--- config.mk ---
export PLATFORM = sky130hd
export DESIGN_NAME = fifo_uart_tx
export DESIGN_NICKNAME = d
export VERILOG_FILES = /design/src/rtl/fifo_uart_tx.sv
export SDC_FILE = /design/constraint.sdc
export NUM_CORES = 1
export LEC_CHECK = 0
export BUFFER_PORTS_ARGS = -buffer_cell sky130_fd_sc_hd__clkbuf_2
export CAP_MARGIN = 20
export CORE_MARGIN = 1
export CORE_UTILIZATION = 49
export CTS_CLUSTER_DIAMETER = 40
export DETAILED_ROUTE_END_ITERATION = 10
export GPL_ROUTABILITY_DRIVEN = 1
export PLACE_DENSITY = 0.73
export SLEW_MARGIN = 10
export SYNTH_ARGS = -nofsm -noshare
export SYNTH_HDL_FRONTEND = slang
export SYNTH_SLANG_ARGS = --single-unit
--- constraint.sdc ---
create_clock -name clk -period 1.5 [get_ports clk]
set_input_delay 0.075 -clock clk [delete_from_list [all_inputs] [get_ports clk]]
set_output_delay 0.075 -clock clk [all_outputs]
set_load 0.01 [all_outputs]
--- src/rtl/fifo_uart_tx.sv ---
// fifo_uart_tx: pops bytes from the FIFO read port and sends each as an 8N1 UART frame (optional parity bit).
// Latency: pop strobe one cycle after the IDLE decision edge; tx falls two edges after that decision.
// Backpressure: a new frame starts only when enable=1 and the FIFO is non-empty; a frame in progress always completes.
module fifo_uart_tx #(
  parameter int CLKS_PER_BIT = 16,
  parameter int PARITY       = 0
) (
  input  logic       clk,
  input  logic       rst,
  input  logic       enable,
  input  logic       fifo_empty,
  input  logic [7:0] fifo_data,
  output logic       fifo_rd,
  output logic       tx,
  output logic       busy,
  output logic [7:0] sent_count
);

  // Baud counter width; a 1-bit floor keeps the declaration legal at the low end of the range.
  localparam int CW = (CLKS_PER_BIT > 1) ? $clog2(CLKS_PER_BIT) : 1;
  localparam logic [CW-1:0] BAUD_LAST = CW'(CLKS_PER_BIT - 1);
  localparam logic          USE_PAR   = (PARITY != 0);
  localparam logic          ODD_PAR   = (PARITY == 2);

  typedef enum logic [2:0] {
    S_IDLE,
    S_FETCH,
    S_LOAD,
    S_START,
    S_DATA,
    S_PARITY,
    S_STOP
  } state_t;

  state_t        state_q;
  logic [CW-1:0] baud_q;
  logic [2:0]    bit_q;
  logic [7:0]    shift_q;
  logic          par_q;
  logic          tx_q;
  logic          rd_q;
  logic          busy_q;
  logic [7:0]    sent_q;

  logic          baud_done;
  logic          par_d;

  // End of the current bit time, and the parity of the byte the FIFO is presenting.
  assign baud_done = (baud_q == BAUD_LAST);
  assign par_d     = (^fifo_data) ^ ODD_PAR;

  assign fifo_rd    = rd_q;
  assign tx         = tx_q;
  assign busy       = busy_q;
  assign sent_count = sent_q;

  // Frame sequencer: every output is registered alongside the state that owns it.
  always_ff @(posedge clk) begin
    if (rst) begin
      state_q <= S_IDLE;
      baud_q  <= '0;
      bit_q   <= 3'd0;
      shift_q <= 8'h00;
      par_q   <= 1'b0;
      tx_q    <= 1'b1;
      rd_q    <= 1'b0;
      busy_q  <= 1'b0;
      sent_q  <= 8'h00;
    end else begin
      // The pop strobe lives for exactly the FETCH cycle.
      rd_q <= 1'b0;
      case (state_q)
        S_IDLE: begin
          tx_q   <= 1'b1;
          baud_q <= '0;
          bit_q  <= 3'd0;
          if (enable && !fifo_empty) begin
            state_q <= S_FETCH;
            rd_q    <= 1'b1;
            busy_q  <= 1'b1;
          end
        end

        // Pop already committed; the FIFO answers on the following cycle.
        S_FETCH: begin
          state_q <= S_LOAD;
        end

        S_LOAD: begin
          shift_q <= fifo_data;
          par_q   <= par_d;
          baud_q  <= '0;
          tx_q    <= 1'b0;
          state_q <= S_START;
        end

        S_START: begin
          if (baud_done) begin
            baud_q  <= '0;
            bit_q   <= 3'd0;
            tx_q    <= shift_q[0];
            state_q <= S_DATA;
          end else begin
            baud_q <= baud_q + CW'(1);
          end
        end

        // LSB first; tx is preloaded with the next bit so it changes on the shift edge.
        S_DATA: begin
          if (baud_done) begin
            baud_q  <= '0;
            shift_q <= {1'b0, shift_q[7:1]};
            if (bit_q == 3'd7) begin
              if (USE_PAR) begin
                tx_q    <= par_q;
                state_q <= S_PARITY;
              end else begin
                tx_q    <= 1'b1;
                state_q <= S_STOP;
              end
            end else begin
              bit_q <= bit_q + 3'd1;
              tx_q  <= shift_q[1];
            end
          end else begin
            baud_q <= baud_q + CW'(1);
          end
        end

        S_PARITY: begin
          if (baud_done) begin
            baud_q  <= '0;
            tx_q    <= 1'b1;
            state_q <= S_STOP;
          end else begin
            baud_q <= baud_q + CW'(1);
          end
        end

        // Frame is counted on the same edge the sequencer returns to IDLE.
        S_STOP: begin
          if (baud_done) begin
            baud_q  <= '0;
            sent_q  <= sent_q + 8'd1;
            busy_q  <= 1'b0;
            state_q <= S_IDLE;
          end else begin
            baud_q <= baud_q + CW'(1);
          end
        end

        default: begin
          state_q <= S_IDLE;
          baud_q  <= '0;
          tx_q    <= 1'b1;
          busy_q  <= 1'b0;
        end
      endcase
    end
  end

endmodule

Word-level counts from Yosys, hierarchy flattened
Cells that the tools add are included.
{"block": "classes", "bitwise_logic": 3, "mux": 23, "reduce_logical": 15, "n_eq_ne": 15, "n_addsub": 3}
{"cell": "2-to-1 mux 3 bit", "count": 8}
{"cell": "case mux 3 bit (7 select lines)", "count": 1}
{"cell": "case mux 8 bit (2 select lines)", "count": 1}
{"cell": "!= test 2 bit (second input constant)", "count": 7}
{"cell": "equality test 3 bit (second input constant)", "count": 4}
{"cell": "case mux 3 bit (3 select lines)", "count": 1}
{"cell": "adder 8 x 1 -> 8 bit (second input constant)", "count": 1}
{"cell": "2-to-1 mux 8 bit", "count": 1}
{"cell": "case mux 4 bit (2 select lines)", "count": 1}
{"cell": "AND reduction 4 bit", "count": 2}
{"cell": "2-to-1 mux 1 bit", "count": 7}
{"cell": "equality test 3 x 2 -> 1 bit (second input constant)", "count": 2}
{"cell": "AND reduction 6 bit", "count": 1}
{"cell": "case mux 1 bit (5 select lines)", "count": 1}
{"cell": "OR reduction 5 bit", "count": 1}
{"cell": "adder 4 x 1 -> 4 bit (second input constant)", "count": 1}
{"cell": "equality test 4 bit (second input constant)", "count": 1}
{"cell": "2-to-1 mux 4 bit", "count": 1}
{"cell": "AND reduction 2 bit", "count": 2}
{"cell": "OR reduction 2 bit", "count": 2}
{"cell": "OR reduction 4 bit", "count": 1}
{"cell": "adder 3 x 1 -> 3 bit (second input constant)", "count": 1}
{"cell": "equality test 3 x 1 -> 1 bit (second input constant)", "count": 1}
{"cell": "logical NOT 3 bit", "count": 1}
{"cell": "7 further kinds", "count": 9}
{"block": "word_totals", "register_bits": 29, "elab_cells": 67, "in_bits": 12}

Longest topological paths before layout
{"block": "depth", "ltp_word": 4, "mapped_depth": 6}

Worst setup path after synthesis
OpenSTA, ideal clock, no wires.
{"block": "synth_path", "path_kind": "register to register", "start": "register baud_q[0]", "end": "register shift_q[4]", "setup_ps": 70, "n_path_buf": 1, "period_less_slack_ps": 1674, "required_time_ps": 1430, "path_slack_ps": -174, "arrival_time_ps": 1604, "stages_incl_launch_ff": 7, "cell_sequence": "dfxtp_1 ha_1 nand4_1 mux2_2 buf_6 or3_1 a21oi_1"}
{"block": "synth_via", "elab_chain_len": 3}
{"element": "from (decl)", "line_no": "36", "rtl": "logic [CW-1:0] baud_q;"}
{"element": "from (signal assigned)", "line_no": "104", "rtl": "baud_q <= baud_q + CW'(1);"}
{"element": "from (signal assigned)", "line_no": "126", "rtl": "baud_q <= baud_q + CW'(1);"}
{"element": "from (signal assigned)", "line_no": "136", "rtl": "baud_q <= baud_q + CW'(1);"}
{"element": "equality test 4 bit", "line_no": "49", "rtl": "assign baud_done = (baud_q == BAUD_LAST);"}
{"element": "!= test 2 bit (no line)"}
{"element": "AND reduction 2 bit (no line)"}
{"element": "to (signal assigned)", "line_no": "90", "rtl": "shift_q <= fifo_data;"}
{"element": "to (signal assigned)", "line_no": "112", "rtl": "shift_q <= {1'b0, shift_q[7:1]};"}
{"element": "to (decl)", "line_no": "38", "rtl": "logic [7:0] shift_q;"}
No other way between the ends.
A chain may end at the register's enable or synchronous reset.

Worst setup path after layout
{"block": "layout_path", "start": "register baud_q[1]", "end": "register shift_q[1]"}
The elaborated chain is that of the path after synthesis.

==> results.txt <==
----------------------------------------------------
[Outcome]
  Run status ... complete, but fails checks
  Violations in the final reports ... setup timing

[Clocking]
  Clock buffer count from CTS ... 5
  H-Tree Depth ... 2
  Register clock-pin slew on the reported worst setup and hold paths ... 0.09 ns
  Clock tree from TritonCTS ... yes
  Clock tree root driver cell ... sky130_fd_sc_hd__clkbuf_4
  Cts hold-fix bufs ... 0
  Count of clock tree sinks ... 29
  Clock insertion delay at the later pin of the skew report ... 0.34 ns
  Buffer depth of the longest clock path ... 2

[GRT]
  Number of global-route vias before repair ... around 1400
  Maximum number of pins on one net before global-route repair ... 20
  Grt ovf ... 0
  Wire length of the first global-routing pass ... 6110 um
  Initial antenna violation count ... 0
  GR Util All Layers ... 0.234

[Routing]
  Via density per instance ... 5.72
  Drt pass-1 iters ... 4
  Number of nets with antenna violations after detailed routing ... 0
  Average wire per standard cell ... 14.2 um
  DRC violation count after routing ... 0
  Total via count in the routed design ... 1540
  DRT iter0 DRCs ... 66
  Drt total wl ... between 3000 and 4000 um

[Yosys]
  Register bit count reported by yosys ... 29
  Post-synthesis instance total ... 191
  Sequential share of the synthesized area ... 0.374
  Share of flip-flops with an asynchronous set or reset ... 0
  Prevailing post-synth register cell ... sky130_fd_sc_hd__dfxtp_1
  Unique masters post-synth ... 39
  Post-synth EDFFs ... 0
  Net count of the mapped netlist ... 207
  Number of warning messages in the yosys log ... 0
  Mapped Area ... 1550 um2
  Mean instance size in the synthesized netlist ... between 8 and 9 um2

[Power and ir drop]
  Total power per unit cell area ... around 890 nW/um2
  Final total power ... 1.75 mW
  Lkg Pwr ... slightly above 0.7 nW
  Maximum ir drop on the vdd rail ... 0.512 mV

[Timing]
  Final setup slack of the worst path ... -0.000140 ns
  Headroom to the max-slew limit ... 0.786
  Finish-stage setup viols ... 1
  Worst-case clock skew ... approximately 0.016 ns
  Max-slew violation count ... 0
  Period utilisation layout ... 1.00
  Endpoints failing hold ... 0
  Final TNS setup ... -0.000140 ns
  Worst Max-Slew Pin Slew ... 0.319 ns
  Final critical path time including I/O delays and setup ... approximately 1.5 ns
  RSZ-0062 raised after global routing ... true
  Max Clk Rate ... 667 MHz

[Critical path]
  Classification of the worst setup path ... flip-flop to flip-flop
  Type of destination of the critical path ... flip-flop
  Nature of the critical path startpoint ... flip-flop
  Critical Path Max Stage Delay ... around 0.37 ns
  Source of the worst register-to-register timing path ... baud_q[1]$_SDFFE_PP0N_
  Ordered cell list for the critical path ... ha_4 -> nand4_1 -> mux2_4 -> or3_1 -> a21oi_1
  Terminus of the critical flop-to-flop path ... shift_q[1]$_SDFFE_PP0P_
  Cell with the largest stage delay on the worst path ... sky130_fd_sc_hd__dfxtp_4
  Worst r2r path cells ... 5
  WP data arrival ... between 1.5 and 2 ns
  Worst-path maximum fanout ... 7
  Register-to-Register Setup Slack ... -0.0001 ns
  Critical path required time ... about 1.8 ns

[Place]
  Placer congestion estimate ... between 0.7 and 0.8
  Post-DP HPWL ... 2590 um
  Port buffer count ... 22
  Total cell area at the placement stage ... ~1800 um2
  Total placed cells including tap cells ... 259

[Min path]
  Source of the worst hold timing path ... fifo_empty
  Cell count of the worst hold path ... 3
  Hold Path Class ... primary input to flip-flop
  Hold Path End ... fifo_rd$_SDFF_PP0_

[Layout]
  Number of cells in the finished layout apart from fillers ... around 270
  Post-route standard cell area excluding fillers ... 1960 um2
  Final-stage net count ... 240
  P&R area growth vs syn ... 26.6%
  Share of the core filled with cells in the final layout ... 0.649
  Fraction of layout cells with a size suffix above 1 ... 0.289
  Antenna cells ... 0

[Floorplan]
  Number of top-level pins ... 23
  Core ar. ... 3030 um2
  Number of placement rows ... 20
  Vertical extent of the die ... 58.3 um
  Full die area ... 3400 um2
  Initial Util ... 0.512
  Die width ... 58.3 um

[Run]
  Number of max-capacitance violations reported ... 0

----------------------------------------------------
[kinds of logic (layout without fill, tap and decap cells)]
logic type | after synthesis | in the layout | share of synthesized area
xor gates and xnor gates | 8 | 8 | 0.0452
adders and majority gates | 4 | 4 | 0.0323
AOI/OAI and AO/OA | 44 | 44 | 0.170
muxes | 9 | 10 | 0.0589
buffers and inverters | 19 | 52 | 0.0564
and+or+nand+nor | 78 | 78 | 0.263
DFF | 29 | 29 | 0.374
[where the power goes]
part           switching [mW]  internal (mW)
Sequential             0.0278          0.797
Clock                   0.294          0.398
Combinational           0.129          0.104
[final cells by class]
class                      count  area, um2
inverter                       3       11.3
timing repair buffer          41        253
clock buffer                   7       55.1
tap                           44       55.1
sequential                    29        589
clock inverter                 1       30.0
fill                         255       1060
multi-input combinational    144        971
[cells in the mapped netlist, types with 2 or more instances]
cell type	instances	share of area
sky130_fd_sc_hd__dfxtp_1	29	0.37
sky130_fd_sc_hd__nor2_1	17	0.041
sky130_fd_sc_hd__a21oi_1	14	0.045
sky130_fd_sc_hd__nand2_1	14	0.034
sky130_fd_sc_hd__o21ai_0	14	0.045
sky130_fd_sc_hd__nand3_1	10	0.032
sky130_fd_sc_hd__clkbuf_1	9	0.022
sky130_fd_sc_hd__mux2i_1	8	0.052
sky130_fd_sc_hd__or3_1	8	0.032
sky130_fd_sc_hd__xnor2_1	8	0.045
sky130_fd_sc_hd__nor3_1	7	0.023
sky130_fd_sc_hd__a31oi_1	5	0.020
sky130_fd_sc_hd__buf_2	4	0.013
sky130_fd_sc_hd__ha_1	4	0.032
sky130_fd_sc_hd__nand4_1	4	0.016
sky130_fd_sc_hd__nor2b_1	4	0.016
sky130_fd_sc_hd__inv_1	3	0.0073
sky130_fd_sc_hd__nand4b_1	3	0.017
sky130_fd_sc_hd__nor4_1	3	0.012
sky130_fd_sc_hd__a22oi_1	2	0.0097
sky130_fd_sc_hd__and3_1	2	0.0081
sky130_fd_sc_hd__nor3b_1	2	0.0097
[per-stage QoR]
stage	hold slack (ns)	setup slack (ns)
after floorplan	0.309	0.0268
after global placement	0.423	-0.0303
after detailed placement	0.420	-0.179
after CTS	0.0648	0.00283
after global routing	0.0888	-0.0609
final	0.0727	-0.000140
[per-layer routing]
metal | global-route usage | vias up | share of wire
met5 | 0 | - | 0
met4 | 0.139 | 0 | 0.025
met3 | 0.0424 | 11 | 0.027
met2 | 0.381 | 27 | 0.48
met1 | 0.289 | 744 | 0.46
li1 | - | 758 | -
[worst max-delay path, delay by kind of cell (launching register included)]
family                   cells  cell delay (ns)
adder cells (fa/ha/maj)      1             0.16
flip-flops                   1             0.37
AO/OA/AOI/OAI                1             0.14
multiplexers                 1             0.33
AND/OR/NAND/NOR              2             0.43
[cell usage in the layout, fill, tap and decap left out, types with 2 or more instances in the layout]
cell type,n
sky130_fd_sc_hd__nand4_1,4
sky130_fd_sc_hd__ha_1,2
sky130_fd_sc_hd__buf_4,19
sky130_fd_sc_hd__or3_1,7
sky130_fd_sc_hd__dfxtp_1,26
sky130_fd_sc_hd__inv_1,3
sky130_fd_sc_hd__nand3_1,9
sky130_fd_sc_hd__nor2b_1,4
sky130_fd_sc_hd__mux2i_1,8
sky130_fd_sc_hd__nor3_1,7
sky130_fd_sc_hd__o21ai_0,8
sky130_fd_sc_hd__a21oi_1,12
sky130_fd_sc_hd__nand2_1,14
sky130_fd_sc_hd__mux2_4,2
sky130_fd_sc_hd__nand4b_1,3
sky130_fd_sc_hd__a21oi_2,2
sky130_fd_sc_hd__nor4_2,2
sky130_fd_sc_hd__nor2_1,17
sky130_fd_sc_hd__a31oi_1,5
sky130_fd_sc_hd__clkbuf_2,22
sky130_fd_sc_hd__a22oi_1,2
sky130_fd_sc_hd__dfxtp_4,2
sky130_fd_sc_hd__nor3b_1,2
sky130_fd_sc_hd__o21ai_1,4
sky130_fd_sc_hd__clkbuf_4,5
sky130_fd_sc_hd__xnor2_1,8
[state kept, by name, indices dropped and copies added, names as in the netlist]
register and cells:
sent_count 8, shift_q 8, baud_q 4, bit_q 3, state_q 3, busy 1
fifo_rd 1, tx 1
[how the worst max path moves through the flow]
| stage | start | depth (start not counted) | end | slack [ns] |
|---|---|---|---|---|
| 2_1_floorplan | baud_q[1]$_SDFFE_PP0N_ | 6 | shift_q[4]$_SDFFE_PP0P_ | 0.03 |
| 3_5_place_dp | bit_q[0]$_SDFFE_PP0P_ | 5 | bit_q[2]$_SDFFE_PP0P_ | -0.18 |
| 3_3_place_gp | bit_q[0]$_SDFFE_PP0P_ | 6 | bit_q[0]$_SDFFE_PP0P_ | -0.03 |
| 6_report | baud_q[1]$_SDFFE_PP0N_ | 5 | shift_q[1]$_SDFFE_PP0P_ | -0.0001 |
| 4_1_cts | baud_q[0]$_SDFFE_PP0N_ | 6 | shift_q[2]$_SDFFE_PP0P_ | 0.003 |
| 5_1_grt | baud_q[1]$_SDFFE_PP0N_ | 6 | shift_q[6]$_SDFFE_PP0P_ | -0.06 |
[timing repair]
action	in CTS	in global routing
pin swaps	5	7
endpoints found under the setup margin	14	17
setup buffers	1	0
gates cloned	1	0
gates resized for setup	4	16
(Power assumes the default switching activity.)
